File: config.mk
export PLATFORM = sky130hd
export DESIGN_NAME = wb_lms_seq_master
export DESIGN_NICKNAME = d
export VERILOG_FILES = /design/src/rtl/lms_wb_pkg.sv /design/src/rtl/wb_master_port.sv /design/src/rtl/wb_lms_seq_master.sv
export SDC_FILE = /design/constraint.sdc
export NUM_CORES = 1
export LEC_CHECK = 0
export BUFFER_PORTS_ARGS = -buffer_cell sky130_fd_sc_hd__buf_2
export CAP_MARGIN = 20
export CORE_MARGIN = 2
export CORE_UTILIZATION = 55
export CTS_CLUSTER_SIZE = 20
export DETAILED_ROUTE_END_ITERATION = 8
export MAX_ROUTING_LAYER = met4
export PLACE_DENSITY = 0.76
export SLEW_MARGIN = 10
export SYNTH_ARGS = -nofsm -noshare
export SYNTH_HDL_FRONTEND = slang
export SYNTH_HIERARCHICAL = 1
export SYNTH_SLANG_ARGS = --single-unit
File: constraint.sdc
create_clock -name clk -period 3.39 [get_ports clk]
set_input_delay 0.678 -clock clk [delete_from_list [all_inputs] [get_ports clk]]
set_output_delay 0.678 -clock clk [all_outputs]
set_load 0.02 [all_outputs]
File: src/rtl/lms_wb_pkg.sv
`default_nettype none
// ============================================================================
// lms_wb_pkg : shared constants and state encoding for the wb_lms sequencer
// rev 1.0
// ============================================================================
package lms_wb_pkg;

   localparam logic [31:0] c_adr_ctrl  = 32'h0000_0000;
   localparam logic [31:0] c_adr_gamma = 32'h0000_0008;
   localparam logic [31:0] c_adr_x     = 32'h0000_000C;
   localparam logic [31:0] c_adr_d     = 32'h0000_0010;

   localparam logic [15:0] c_ctrl_clear     = 16'h0008;
   localparam logic [15:0] c_ctrl_train_en  = 16'h0005;
   localparam logic [15:0] c_ctrl_train_dis = 16'h0004;

   typedef enum logic [2:0] {
      ST_IDLE    = 3'd0,
      ST_WR_PRE0 = 3'd1,
      ST_WR_PRE1 = 3'd2,
      ST_FETCH   = 3'd3,
      ST_WR_X    = 3'd4,
      ST_WR_D    = 3'd5,
      ST_WR_POST = 3'd6,
      ST_DONE    = 3'd7
   } seq_state_e;

   function automatic logic is_write_state(input seq_state_e s);
      return (s == ST_WR_PRE0) || (s == ST_WR_PRE1) || (s == ST_WR_X) ||
             (s == ST_WR_D)    || (s == ST_WR_POST);
   endfunction

endpackage
`default_nettype wire

File: src/rtl/wb_master_port.sv
`default_nettype none
// ============================================================================
// wb_master_port : single Wishbone classic write with ACK timeout
// rev 1.0
// ============================================================================
module wb_master_port #(
   parameter int TIMEOUT = 64
) (
   input  logic        clk,
   input  logic        rst,
   input  logic        req_i,
   input  logic [31:0] adr_i,
   input  logic [15:0] dat_i,
   output logic        wb_cyc_o,
   output logic        wb_stb_o,
   output logic        wb_we_o,
   output logic [31:0] wb_adr_o,
   output logic [15:0] wb_dat_o,
   input  logic        wb_ack_i,
   output logic        busy_o,
   output logic        done_o,
   output logic        timeout_o
);

   localparam int TMO_W = $clog2(TIMEOUT + 1);
   localparam logic [TMO_W-1:0] c_tmo_last = TMO_W'(TIMEOUT - 1);

   logic             active_q, active_d;
   logic [TMO_W-1:0] tmo_q, tmo_d;
   logic [31:0]      adr_q, adr_d;
   logic [15:0]      dat_q, dat_d;

   always_ff @(posedge clk or posedge rst) begin
      if (rst) begin
         active_q <= 1'b0;
         tmo_q    <= '0;
         adr_q    <= '0;
         dat_q    <= '0;
      end else begin
         active_q <= active_d;
         tmo_q    <= tmo_d;
         adr_q    <= adr_d;
         dat_q    <= dat_d;
      end
   end

   // A request is only taken while idle, so address and data stay frozen
   // for the whole strobe and every write is followed by an idle cycle.
   always_comb begin
      active_d  = active_q;
      tmo_d     = tmo_q;
      adr_d     = adr_q;
      dat_d     = dat_q;
      done_o    = 1'b0;
      timeout_o = 1'b0;
      if (active_q) begin
         if (wb_ack_i) begin
            active_d = 1'b0;
            done_o   = 1'b1;
         end else if (tmo_q == c_tmo_last) begin
            active_d  = 1'b0;
            timeout_o = 1'b1;
         end else begin
            tmo_d = tmo_q + TMO_W'(1);
         end
      end else if (req_i) begin
         active_d = 1'b1;
         tmo_d    = '0;
         adr_d    = adr_i;
         dat_d    = dat_i;
      end
   end

   assign wb_cyc_o = active_q;
   assign wb_stb_o = active_q;
   assign wb_we_o  = active_q;
   assign wb_adr_o = adr_q;
   assign wb_dat_o = dat_q;
   assign busy_o   = active_q;

endmodule
`default_nettype wire

File: src/rtl/wb_lms_seq_master.sv
`default_nettype none
// ============================================================================
// wb_lms_seq_master : sequences gamma/clear/sample/run writes into wb_lms
// rev 1.0
// ============================================================================
module wb_lms_seq_master
   import lms_wb_pkg::*;
#(
   parameter int          CNT_W     = 16,
   parameter int          TIMEOUT   = 64,
   parameter logic [31:0] ADR_CTRL  = c_adr_ctrl,
   parameter logic [31:0] ADR_GAMMA = c_adr_gamma,
   parameter logic [31:0] ADR_X     = c_adr_x,
   parameter logic [31:0] ADR_D     = c_adr_d
) (
   input  logic             clk,
   input  logic             rst,
   input  logic             start_i,
   input  logic             mode_i,
   input  logic [15:0]      gamma_i,
   input  logic [CNT_W-1:0] count_i,
   input  logic             s_valid_i,
   input  logic [15:0]      s_x_i,
   input  logic [15:0]      s_d_i,
   output logic             s_ready_o,
   output logic             wb_cyc_o,
   output logic             wb_stb_o,
   output logic             wb_we_o,
   output logic [31:0]      wb_adr_o,
   output logic [15:0]      wb_dat_o,
   input  logic             wb_ack_i,
   output logic             busy_o,
   output logic             done_o,
   output logic             err_o,
   output logic [CNT_W-1:0] sent_o
);

   seq_state_e       state_q, state_d;
   logic             mode_q, mode_d;
   logic [15:0]      gamma_q, gamma_d;
   logic [CNT_W-1:0] count_q, count_d;
   logic [CNT_W-1:0] sent_q, sent_d;
   logic [15:0]      x_q, x_d;
   logic [15:0]      d_q, d_d;
   logic             err_q, err_d;

   logic             wr_req, wr_busy, wr_done, wr_tmo;
   logic [31:0]      wr_adr;
   logic [15:0]      wr_dat;
   logic [CNT_W-1:0] sent_inc;
   logic             last_smp;

   assign sent_inc = sent_q + CNT_W'(1);
   assign last_smp = (sent_inc == count_q);

   wb_master_port #(
      .TIMEOUT (TIMEOUT)
   ) u_port (
      .clk       (clk),
      .rst       (rst),
      .req_i     (wr_req),
      .adr_i     (wr_adr),
      .dat_i     (wr_dat),
      .wb_cyc_o  (wb_cyc_o),
      .wb_stb_o  (wb_stb_o),
      .wb_we_o   (wb_we_o),
      .wb_adr_o  (wb_adr_o),
      .wb_dat_o  (wb_dat_o),
      .wb_ack_i  (wb_ack_i),
      .busy_o    (wr_busy),
      .done_o    (wr_done),
      .timeout_o (wr_tmo)
   );

   always_ff @(posedge clk or posedge rst) begin
      if (rst) begin
         state_q <= ST_IDLE;
         mode_q  <= 1'b0;
         gamma_q <= '0;
         count_q <= '0;
         sent_q  <= '0;
         x_q     <= '0;
         d_q     <= '0;
         err_q   <= 1'b0;
      end else begin
         state_q <= state_d;
         mode_q  <= mode_d;
         gamma_q <= gamma_d;
         count_q <= count_d;
         sent_q  <= sent_d;
         x_q     <= x_d;
         d_q     <= d_d;
         err_q   <= err_d;
      end
   end

   always_comb begin
      state_d   = state_q;
      mode_d    = mode_q;
      gamma_d   = gamma_q;
      count_d   = count_q;
      sent_d    = sent_q;
      x_d       = x_q;
      d_d       = d_q;
      err_d     = err_q;
      wr_adr    = '0;
      wr_dat    = '0;
      s_ready_o = 1'b0;

      case (state_q)
         ST_IDLE, ST_DONE: begin
            state_d = ST_IDLE;
            if (start_i) begin
               mode_d  = mode_i;
               gamma_d = gamma_i;
               count_d = count_i;
               sent_d  = '0;
               err_d   = 1'b0;
               state_d = ST_WR_PRE0;
            end
         end
         ST_WR_PRE0: begin
            wr_adr = mode_q ? ADR_GAMMA : ADR_CTRL;
            wr_dat = mode_q ? gamma_q : c_ctrl_train_dis;
            if (wr_done) state_d = ST_WR_PRE1;
         end
         ST_WR_PRE1: begin
            wr_adr = ADR_CTRL;
            wr_dat = c_ctrl_clear;
            if (wr_done) begin
               if (count_q == '0) state_d = mode_q ? ST_WR_POST : ST_DONE;
               else               state_d = ST_FETCH;
            end
         end
         ST_FETCH: begin
            s_ready_o = 1'b1;
            if (s_valid_i) begin
               x_d     = s_x_i;
               d_d     = s_d_i;
               state_d = ST_WR_X;
            end
         end
         ST_WR_X: begin
            wr_adr = ADR_X;
            wr_dat = x_q;
            if (wr_done) begin
               if (mode_q) begin
                  state_d = ST_WR_D;
               end else begin
                  sent_d  = sent_inc;
                  state_d = last_smp ? ST_DONE : ST_FETCH;
               end
            end
         end
         ST_WR_D: begin
            wr_adr = ADR_D;
            wr_dat = d_q;
            if (wr_done) begin
               sent_d  = sent_inc;
               state_d = last_smp ? ST_WR_POST : ST_FETCH;
            end
         end
         ST_WR_POST: begin
            wr_adr = ADR_CTRL;
            wr_dat = c_ctrl_train_en;
            if (wr_done) state_d = ST_DONE;
         end
         default: state_d = ST_IDLE;
      endcase

      // An unanswered write aborts the whole sequence.
      if (wr_tmo) begin
         err_d   = 1'b1;
         state_d = ST_DONE;
      end
   end

   assign wr_req = is_write_state(state_q) && !wr_busy;
   assign busy_o = (state_q != ST_IDLE) && (state_q != ST_DONE);
   assign done_o = (state_q == ST_DONE);
   assign err_o  = err_q;
   assign sent_o = sent_q;

endmodule
`default_nettype wire
### Word level (Yosys, flattened, before mapping)

Index checks and enable logic that the tools add are counted.
W data, S select, Z words.

| word-level totals | value |
|---|---|
| flip-flop bits (word level) | 141 |
| input port bits | 70 |
| output and inout port bits | 71 |
| word-level logic and storage cells | 99 |

| operators by class | value |
|---|---|
| bitwise operators | 1 |
| $add $sub $neg | 2 |
| reductions and logical operators | 22 |
| muxes and demuxes | 40 |
| equality and inequality tests | 22 |

Operators by type and width:

| operator | count |
|---|---|
| $mux W16 | 5 |
| $pmux W16 S5 | 1 |
| $pmux W16 S3 | 1 |
| $mux W3 | 11 |
| $mux W7 | 4 |
| $pmux W3 S7 | 1 |
| $add A16 B1 Y16 const B | 1 |
| $eq A16 B16 Y1 | 1 |
| $logic_not A16 Y1 | 1 |
| $mux W1 | 15 |
| $ne A3 B1 Y1 const B | 5 |
| $pmux W5 S3 | 1 |
| $eq A3 B3 Y1 const B | 4 |
| $ne A2 B2 Y1 const B | 4 |
| $reduce_and A2 Y1 | 4 |
| $add A7 B1 Y7 const B | 1 |
| $eq A7 B6 Y1 const B | 1 |
| $eq A3 B2 Y1 const B | 2 |
| $reduce_and A6 Y1 | 1 |
| $reduce_bool A2 Y1 | 3 |
| $reduce_bool A3 Y1 | 2 |
| $reduce_and A5 Y1 | 1 |
| $logic_or A1 B1 Y1 | 4 |
| $mux W4 | 1 |
| other kinds (10) | 12 |

### Depth between registers and ports, before layout

| logic depth | value |
|---|---|
| depth after elaboration | 8 |
| depth in mapped cells | 9 |

### Hierarchy

The synthesis kept the hierarchy.

By module, submodules not included:

| module | seq. area each (um2) | cells each | area an instance (um2) | times used |
|---|---|---|---|---|
| wb_lms_seq_master | 2,127.0 | 419 | 4,530.6 | 1 |
| wb_master_port | 1,401.3 | 252 | 2,342.2 | 1 |

### Worst setup path before layout

OpenSTA, ideal clock, no wires.

| timing path | value |
|---|---|
| kind | register -> register |
| start | reg sent_q[1] (netlist: sent_o[1]) |
| end | reg state_q[0] |
| setup slack | 1.261 ns |
| path buffers | 1 |
| stages on the path, launching flop included | 9 |
| library setup time | 0.125 ns |
| required time | 3.265 ns |
| arrival | 2.004 ns |
| cells stage by stage | dfrtp_1 -> ha_1 -> buf_2 -> nand4_1 -> nor4_4 -> xnor2_1 -> a211o_1 -> nor4_2 -> nor2_1 |

| on the way | value |
|---|---|
| longest elaborated chain between the ends | 6 |

Ends and longest elaborated chain:

| item | RTL line | source |
|---|---|---|
| start: declaration | wb_lms_seq_master.sv:42 | `logic [CNT_W-1:0] sent_q, sent_d;` |
| start signal: assignment | wb_lms_seq_master.sv:90 | `sent_q <= sent_d;` |
| $add A16 B1 Y16 | wb_lms_seq_master.sv:53 | `assign sent_inc = sent_q + CNT_W'(1);` |
| $eq A16 B16 Y1 | wb_lms_seq_master.sv:54 | `assign last_smp = (sent_inc == count_q);` |
| $mux W3 | wb_lms_seq_master.sv:160 | `state_d = last_smp ? ST_WR_POST : ST_FETCH;` |
| $mux W3 | wb_lms_seq_master.sv:158 | `if (wr_done) begin` |
| $pmux W3 S7 | wb_lms_seq_master.sv:110 | `case (state_q)` |
| $mux W3 | wb_lms_seq_master.sv:172 | `if (wr_tmo) begin` |
| end signal: assignment | wb_lms_seq_master.sv:86 | `state_q <= state_d;` |
| end: declaration | wb_lms_seq_master.sv:38 | `seq_state_e state_q, state_d;` |

Every way passes these cells. The select of a mux whose other input is x is not followed.
A chain may end at the register's enable or synchronous reset.

### Final worst setup path

| timing path | value |
|---|---|
| start | reg state_q[1] |
| end | reg u_port.dat_q[3] (netlist: u_port/wb_dat_o[3]) |

| on the way | value |
|---|---|
| longest elaborated chain between the ends | 7 |
| elaborated cells between the ends (all ways) | 12 |

Ends and longest elaborated chain:

| item | RTL line | source |
|---|---|---|
| $eq A3 B1 Y1 or $eq A3 B2 Y1 (tied branches) | lms_wb_pkg.sv:29 | `return (s == ST_WR_PRE0) \|\| (s == ST_WR_PRE1) \|\| (s == ST_WR_X) \|\|` |
| $logic_or A1 B1 Y1 (3 in a row) | lms_wb_pkg.sv:29 |  |
| $logic_or A1 B1 Y1 * | lms_wb_pkg.sv:30 | `(s == ST_WR_D) \|\| (s == ST_WR_POST);` |
| $logic_and A1 B1 Y1 * | wb_lms_seq_master.sv:178 | `assign wr_req = is_write_state(state_q) && !wr_busy;` |
| net wr_req | wb_lms_seq_master.sv:47 | `logic wr_req, wr_busy, wr_done, wr_tmo;` |
| $reduce_and A2 Y1 (no source line) * | n/a |  |
| end signal: assignment | wb_master_port.sv:43 | `dat_q <= dat_d;` |
| end: declaration | wb_master_port.sv:31 | `logic [15:0] dat_q, dat_d;` |

The timed path passes the listed nets; every way through them passes the cells marked *.

==> flow_metrics.env <==
export IMPL_status="completed"
export IMPL_ys_top_cells_by_area="dfrtp_1 51%, mux2_2 11%, nand2_1 9.2%, o21ai_0 2.0%, a222oi_1 1.9%"
export IMPL_synth_cells=671
export IMPL_start_kind="register"
export IMPL_clock_skew_ns=0.0148
export IMPL_htree_levels=4
export IMPL_tritoncts="done"
export IMPL_synth_top_area_share_pct=51.3
export IMPL_postRouteAntennaNets=0
export IMPL_yosysTopAreaCell="dfrtp_1"
export IMPL_grt_overflow=0
export IMPL_rsz0062_at_grt="no"
export IMPL_drc=0
export IMPL_portBuffers=140
export IMPL_synth_edff_count=0
export IMPL_netSwitchingPower_mw=2.86
export IMPL_numCtsBuffers=17
export IMPL_critPathRequiredTime_ns=3.69
export IMPL_fin_nets=900
export IMPL_switching_share_pct=37.6
export IMPL_avgSynthCellArea_um2=10.2
export IMPL_grt_pass1_wl_mm=27.5
export IMPL_rows=40
export IMPL_synth_main_ff_cell="dfrtp_1"
export IMPL_min_path_type="input pin to asynchronous set/reset pin"
export IMPL_endpoint_kind="register"
export IMPL_clock_latency_ns=0.42
export IMPL_cts_max_path_buffers=2
export IMPL_intPower_mw=4.76
export IMPL_r2r_cells=5
export IMPL_grt_pass1_vias=5475
export IMPL_wl_met3_mm=1.14
export IMPL_wl_per_cell_um=16.7
export IMPL_slew_headroom_pct=32.3
export IMPL_drt_iter0_drc=541
export IMPL_synth_area_um2=6870
export IMPL_finalCritPeriodShare_pct=80.6
export IMPL_num_vias=5535
export IMPL_yosysWarnings=6
export IMPL_crit_fanout=50
export IMPL_initial_utilization_pct=56.7
export IMPL_syn_to_final_growth_pct=22.0
export IMPL_max_freq_mhz=366
export IMPL_fin_crit_ns=2.73
export IMPL_core_area_um2=12100
export IMPL_clkPwrFrac_pct=24.2
export IMPL_r2r_start="state_q[1]$_DFFE_PP0P_"
export IMPL_die_area_um2=13400
export IMPL_synth_cell_types=71
export IMPL_tightest_slew_ns=1.02
export IMPL_hpwl_mm=11.8
export IMPL_io_pins=141
export IMPL_hold_violations=0
export IMPL_worstSetupPathType="register to register"
export IMPL_postCtsSetupBuffers=0
export IMPL_final_area_um2=8390
export IMPL_grt_usage_pct=27.6
export IMPL_place_area_um2=7770
export IMPL_post_cts_resized=0
export IMPL_leakage_nw=4.27
export IMPL_tns_ns=0
export IMPL_place_gp_congestion=0.887
export IMPL_power_density_nw_per_um2=909
export IMPL_highest_signal_layer="met4"
export IMPL_cp_data_arrival_time_ns=3.03
export IMPL_layout_drive_gt1_share_pct=31.6
export IMPL_seq_area_frac_synth_pct=51.3
export IMPL_drv_cap=0
export IMPL_combinationalPowerShare_pct=37.4
export IMPL_ir_worst_vdd_mv=0.526
export IMPL_power_frac_seq_pct=38.5
export IMPL_die_y_um=116
export IMPL_r2r_slack_ns=0.66
export IMPL_final_cell_mix="169 x nand2_1, 141 x dfrtp_1, 140 x buf_2"
export IMPL_cts_sinks=141
export IMPL_clkTransAtPathRegs_ns=0.06
export IMPL_antenna_found_initial=3
export IMPL_async_reset_ff_share_pct=100
export IMPL_wl_met1_mm=6.86
export IMPL_dr_wl_met2_mm=8.49
export IMPL_setup_violations=0
export IMPL_root_buffer="clkbuf_16"
export IMPL_routed_wl_mm=16.8
export IMPL_drv_slew=0
export IMPL_r2r_end="u_port/wb_dat_o[3]$_DFFE_PP0P_"
export IMPL_die_x_um=116
export IMPL_layout_commonest_cell="nand2_1"
export IMPL_grt_max_degree=56
export IMPL_ctsHoldBuffers=0
export IMPL_viasPerCell=5.49
export IMPL_first_pass_iters=5
export IMPL_synth_ff_latch_count=141
[sequential cells by signal, indices dropped and copies added (netlist names)]
signal / count
count_q: 16
u_port/tmo_q: 7
u_port/wb_dat_o: 16
mode_q: 1
u_port/wb_adr_o: 32
sent_o: 16
state_q: 3
d_q: 16
u_port/busy_o: 1
x_q: 16
err_o: 1
gamma_q: 16
[logic make-up after synthesis]
family / Yosys count / synth area share, %
fa+ha+maj: 2 / 0.364
flops: 141 / 51.3
compound gates: 104 / 10.8
simple gates: 273 / 19.3
other cells: 1 / 0.0546
xor+xnor: 18 / 2.29
mux: 71 / 11.5
buf+inv: 61 / 4.31
[worst max-delay path by stage]
stage	from	to	slack, ns	cells after the start
after floorplan	rst	count_q[0]$_DFFE_PP0P_	0.52	1
after global placement	state_q[1]$_DFFE_PP0P_	u_port/tmo_q[2]$_DFFE_PP0P_	0.82	5
after detailed placement	state_q[1]$_DFFE_PP0P_	u_port/wb_adr_o[31]$_DFFE_PP0P_	0.71	5
after CTS	state_q[1]$_DFFE_PP0P_	u_port/wb_dat_o[3]$_DFFE_PP0P_	0.70	5
after global routing	state_q[1]$_DFFE_PP0P_	u_port/wb_dat_o[3]$_DFFE_PP0P_	0.35	5
final	state_q[1]$_DFFE_PP0P_	u_port/wb_dat_o[3]$_DFFE_PP0P_	0.66	5
[through the flow]
step / hold WS, ns / total power, mW / utilization (%) / worst slack [ns] / std cells
after floorplan: 0.471 / 5.02 / - / 0.519 / 699
after global placement: 0.453 / 5.62 / 63.9 / 0.823 / 974
after detailed placement: 0.457 / 5.77 / 64.2 / 0.712 / 976
after CTS: 0.364 / 7.64 / 69.0 / 0.700 / 1005
after global routing: 0.163 / 8.12 / 69.3 / 0.350 / 1009
final: 0.165 / 7.62 / 69.3 / 0.658 / 1009
[cell usage after synthesis (2+ instances only)]
library cell / instances
a222oi_1: 13
mux2i_1: 5
nor3_1: 3
o31ai_1: 8
ha_1: 2
o21ai_0: 28
a21o_1: 6
a21oi_1: 12
o2111ai_1: 3
nor3b_1: 5
xnor2_1: 9
buf_1: 4
and3_1: 7
a211oi_1: 3
nor2b_1: 3
nand2_1: 169
nor4_4: 2
inv_1: 20
and3b_1: 2
nand3b_1: 2
buf_6: 2
o211ai_1: 3
and4_1: 4
nor4_1: 6
a22o_1: 2
nand2b_1: 8
mux2_2: 65
a21boi_0: 2
nand4_1: 7
buf_4: 9
dfrtp_1: 141
o21ai_1: 2
and2_1: 4
clkbuf_1: 11
o22ai_1: 5
nand3_1: 8
nand3_2: 3
xor2_1: 9
nor2_1: 28
buf_2: 15
[layer usage]
layer	track usage, %	up-vias
met5	-	-
met4	10.4	0
met3	7.58	27
met2	43.2	209
met1	34.6	2679
li1	-	2620
[worst max-delay path: stages, from the launching register on]
cell and delay, ns:
dfrtp_1 0.69, nor3_1 0.23, nor3b_1 0.60, nand2b_2 0.72, nand2_1 0.27, nand2_1 0.08
[power groups by stage]
stage               Clock (mW)  Sequential (mW)  Combinational, mW
floorplan                    0             3.02               1.99
global placement             0             2.89               2.72
detailed placement           0             2.93               2.84
CTS                       1.87             2.92               2.86
global route              1.96             3.02               3.14
finish                    1.84             2.93               2.85
[cell type report]
class / count / area, µm²
Antenna cell: 3 / 7.51
Clock buffer: 22 / 464
Inverter: 20 / 76.3
Fill cell: 964 / 3720
Timing Repair Buffer: 151 / 820
Sequential cell: 141 / 3530
Tap cell: 168 / 210
Clock inverter: 7 / 115
Multi-Input combinational cell: 497 / 3170
No activity file was read; power rests on OpenSTA's default activity.
